$ cat config.mk
export PLATFORM = sky130hd
export DESIGN_NAME = out_port_fifo
export DESIGN_NICKNAME = d
export VERILOG_FILES = /design/src/rtl/out_port_fifo.sv
export SDC_FILE = /design/constraint.sdc
export NUM_CORES = 1
export LEC_CHECK = 0
export ABC_AREA = 1
export BUFFER_PORTS_ARGS = -buffer_cell sky130_fd_sc_hd__buf_2
export CAP_MARGIN = 5
export CORE_MARGIN = 2
export CORE_UTILIZATION = 58
export DETAILED_ROUTE_END_ITERATION = 10
export PLACE_DENSITY = 0.89
export SETUP_SLACK_MARGIN = 0.02
export SKIP_CTS_REPAIR_TIMING = 1
export SYNTH_ARGS = -nofsm -noshare
export SYNTH_HDL_FRONTEND = slang
export SYNTH_SLANG_ARGS = --single-unit
$ cat constraint.sdc
create_clock -name clock -period 2.5 [get_ports clock]
set_clock_uncertainty 0.15 [all_clocks]
set_input_delay 0.125 -clock clock [delete_from_list [all_inputs] [get_ports clock]]
set_output_delay 0.125 -clock clock [all_outputs]
set_load 0.01 [all_outputs]
$ cat src/rtl/out_port_fifo.sv
// Output-port controller for the datapath `out` instruction: captures bus writes
// into a show-ahead FIFO drained over valid/ready, with last-value and overflow status.
module out_port_fifo #(
  parameter int unsigned WIDTH = 32,
  parameter int unsigned DEPTH = 4
) (
  input  logic                   clock,
  input  logic                   clear,
  input  logic                   e_OutPort,
  input  logic [WIDTH-1:0]       BusMuxOut,
  output logic [WIDTH-1:0]       out_data,
  output logic                   out_valid,
  input  logic                   out_ready,
  output logic [WIDTH-1:0]       last_out,
  output logic                   full,
  output logic                   empty,
  output logic [$clog2(DEPTH):0] count,
  output logic                   overflow,
  input  logic                   ovf_clr
);

  localparam int unsigned AW = $clog2(DEPTH);
  localparam int unsigned CW = AW + 1;

  logic [WIDTH-1:0] mem_q [DEPTH];
  logic [AW-1:0]    wp_q, wp_d;
  logic [AW-1:0]    rp_q, rp_d;
  logic [CW-1:0]    count_q, count_d;
  logic [WIDTH-1:0] last_q, last_d;
  logic             ovf_q, ovf_d;
  logic             push, pop, drop;

  // Status is decoded from the occupancy register, never from pointer compare.
  assign full      = (count_q == CW'(DEPTH));
  assign empty     = (count_q == '0);
  assign out_valid = ~empty;
  assign out_data  = mem_q[rp_q];
  assign count     = count_q;
  assign last_out  = last_q;
  assign overflow  = ovf_q;

  // Handshake decode and next-state; a full FIFO still accepts when it pops.
  always_comb begin
    pop     = 1'b0;
    push    = 1'b0;
    drop    = 1'b0;
    wp_d    = wp_q;
    rp_d    = rp_q;
    count_d = count_q;
    last_d  = last_q;
    ovf_d   = ovf_q;

    pop  = out_valid & out_ready;
    push = e_OutPort & (~full | pop);
    drop = e_OutPort & full & ~pop;

    if (pop) begin
      rp_d = rp_q + AW'(1);
    end
    if (push) begin
      wp_d   = wp_q + AW'(1);
      last_d = BusMuxOut;
    end

    case ({push, pop})
      2'b10:   count_d = count_q + CW'(1);
      2'b01:   count_d = count_q - CW'(1);
      default: count_d = count_q;
    endcase

    // A drop in the same cycle as a clear request keeps the flag set.
    if (drop) begin
      ovf_d = 1'b1;
    end else if (ovf_clr) begin
      ovf_d = 1'b0;
    end
  end

  always_ff @(posedge clock or negedge clear) begin
    if (!clear) begin
      wp_q    <= '0;
      rp_q    <= '0;
      count_q <= '0;
      last_q  <= '0;
      ovf_q   <= 1'b0;
    end else begin
      wp_q    <= wp_d;
      rp_q    <= rp_d;
      count_q <= count_d;
      last_q  <= last_d;
      ovf_q   <= ovf_d;
    end
  end

  // Storage is reset so the show-ahead head is never X while empty.
  always_ff @(posedge clock or negedge clear) begin
    if (!clear) begin
      for (int unsigned i = 0; i < DEPTH; i++) begin
        mem_q[i] <= '0;
      end
    end else if (push) begin
      mem_q[wp_q] <= BusMuxOut;
    end
  end

endmodule

==> summary.md <==
| Metric | Value |
|---|---|
| Largest net degree at the start of global routing | `168` |
| Post-DR vias/cell | `6.16` |
| FFs w/ async S/R, synth | `100%` |
| DP HPWL | `12200 um` |
| Worst setup SP type | `flip-flop` |
| Finished Core Util | `70.9%` |
| Fraction of synthesized area in multiplexers | `0%` |
| Final WL | `22500 um` |
| Hold depth | `4` |
| Max Cap Viol | `0` |
| Inserted Diodes | `0` |
| Synth Area in Adders | `1.05%` |
| Final Hold Fails | `0` |
| Initial Utilization | `59.6%` |
| XOR/XNOR share of the synthesized area | `0.444%` |
| Cells after Synth | `945` |
| Via count | `7586` |
| Setup TNS | `0 ps` |
| FF+latch count, synth | `168` |
| CTS Buffer Depth | `2` |
| Layout cell share with drive strength beyond 1 | `15.4%` |
| Max Transition Viols Final | `0` |
| Least-Margin Pin Slew | `725 ps` |
| DP Cell Count | `1166` |
| DRT Pass-1 Iters | `8` |
| Mapped Area | `7890 um^2` |
| Compound-gate portion of the synthesized area | `6.79%` |
| All-layer global routing usage | `31.0%` |
| First DRT Iteration DRCs | `1005` |
| Clk_lat worst skew | `430 ps` |
| Post-route ant nets | `0` |
| Combinational family with the most area after synthesis | `simple AND/OR/NAND/NOR gates` |
| Sequential-to-total area share from yosys stat | `53.3%` |
| Row count | `42` |
| DRC | `0` |
| Distinct cells, synth | `22` |
| Syn Area/Cell | `8.35 um^2` |
| PwrDens | `1310 nW/um^2` |
| IO Port Bufs | `107` |
| Most common cell in the netlist | `nand2_1` |
| Area after DPL | `8460 um^2` |
| Layout Nets | `1089` |
| FILL cells | `976` |
| Top cells by area, synth | `dfrtp_1 (53%), nand2_1 (16%), nand4_1 (10%)` |
| Share of the synthesized area in the top cell type | `53.3%` |
| Required time of the worst setup path | `2230 ps` |
| Reg2Reg Depth | `7` |
| Post-synth EDFFs | `0` |
| Worst-path fanout max | `52` |
| Root cell of the clock tree | `clkbuf_16` |
| CTS Buf Count | `17` |
| Die height | `121 um` |
| Final setup vio count | `0` |
| CTS tree | `done` |
| CP Class | `reg2out` |
| Rel. slew slack | `51.6%` |
| Setup WS pre-CTS | `434 ps` |
| Worst-path clk slew | `60 ps` |
| # IOs | `108` |
| Setup crit end kind | `output pin` |
| Core Area | `13200 um^2` |
| Gpl congestion | `0.806` |
| Initial antenna violation count | `0` |
| Full die area | `14500 um^2` |
| YS warnings | `0` |
| Total congestion overflow | `0` |
| Status | `finished clean` |
| Sink Count | `168` |
| Synth Area in Simple Gates | `31.9%` |
| H-tree depth | `4` |
| Post-Layout Inst Area | `9390 um^2` |
| HP Class | `in2reg` |
| Ys flop type | `dfrtp_1` |
| Commonest cells post-synth | `nand2_1 (330), dfrtp_1 (168), nand4_1 (128)` |
| Synth area leader | `dfrtp_1` |
| Vias in the first global route | `7238` |
| Area of the multi-input gates | `3180 um^2` |
| Seq. cell area | `4210 um^2` |
| Setup ws final | `275 ps` |
| First-pass GRT wire length | `35400 um` |
| DR WL/cell | `18.2 um` |
| Final Non-Filler Cells | `1232` |
| Fin crit period | `2220 ps` |
| Synthesis-to-layout area growth | `19.1%` |
| Period utilisation layout | `89.0%` |
| Peak supply drop | `0.00105 V` |
| Max Freq | `449 MHz` |
| Pleak | `4.88 nW` |
| Syn nets | `988` |
| RSZ-0062 raised after global routing | `no` |
| Die X | `121 um` |
| WP data arrival | `1950 ps` |
where the power goes:
group | switching [mW] | internal [mW] | total (mW)
clock network | 1.01 | 1.56 | 2.57
registers | 0.626 | 3.85 | 4.47
logic | 3.45 | 1.84 | 5.29
total | 5.08 | 7.25 | 12.3
logic make-up after synthesis:
group,count (synthesis)
buffers and inverters,102
AO/OA/AOI/OAI,99
AND/OR/NAND/NOR,566
flip-flops,168
adder cells (fa/ha/maj),6
XOR/XNOR,4
final timing paths:
kind                                  start     endpoint  slack (ps)
worst min-delay path              e_OutPort     count[0]          60
min in group asynchronous             clear     count[0]         110
max in group asynchronous             clear  last_out[8]        1610
worst max-delay path                rp_q[0]  out_data[4]         280
worst max register to register     count[0]    mem_q[65]         340
worst min register to register  last_out[9]  last_out[9]         320
cells in the final DEF, fill, tap and decap left out, types with 2 or more instances in the layout:
cell and count:
ha_1 5, o21ai_0 67, clkbuf_1 5, bufinv_16 2
buf_2 105, nand2_1 330, clkbuf_16 17, nand3_1 39
nor2_1 64, o22ai_1 32, nand4_1 128, buf_4 23
xor2_1 2, dlygate4sd3_1 37, buf_12 5, clkbuf_8 4
inv_1 12, dfrtp_1 167, xnor2_1 2
per-stage QoR:
step	hold slack (ps)	power [mW]
3_3_place_gp	-235	9.36
5_1_grt	98.1	13.1
4_1_cts	-681	12.2
3_5_place_dp	-234	9.58
2_1_floorplan	-321	7.73
6_report	56.8	12.3
routing by layer:
layer | share of wire, % | vias to the layer above | global-route usage, %
met3 | 9.6 | 75 | 6.79
met1 | 39 | 3619 | 40.8
met5 | 0 | - | 0
li1 | - | 3400 | -
met4 | 3.1 | 0 | 15.3
met2 | 49 | 492 | 48.8
layout make-up:
cell class                 count  area share [%]
tap                          176            2.34
multi-input combinational    675            33.8
sequential                   168            44.8
clock inverter                 3           0.693
clock buffer                  26            5.31
timing repair buffer         171            12.6
inverter                      13           0.519
critical path, stage by stage (launching register included):
cell and delay [ps]:
dfrtp_2 410, inv_2 230, buf_12 300, o21ai_0 120
o22ai_1 240, buf_2 200
sequential cells by signal, indices dropped and copies added, names as in the netlist:
name,flops
overflow,1
last_out,32
rp_q,2
wp_q,2
mem_q,128
count,3
Note: power is estimated with default switching activity, not from simulation.
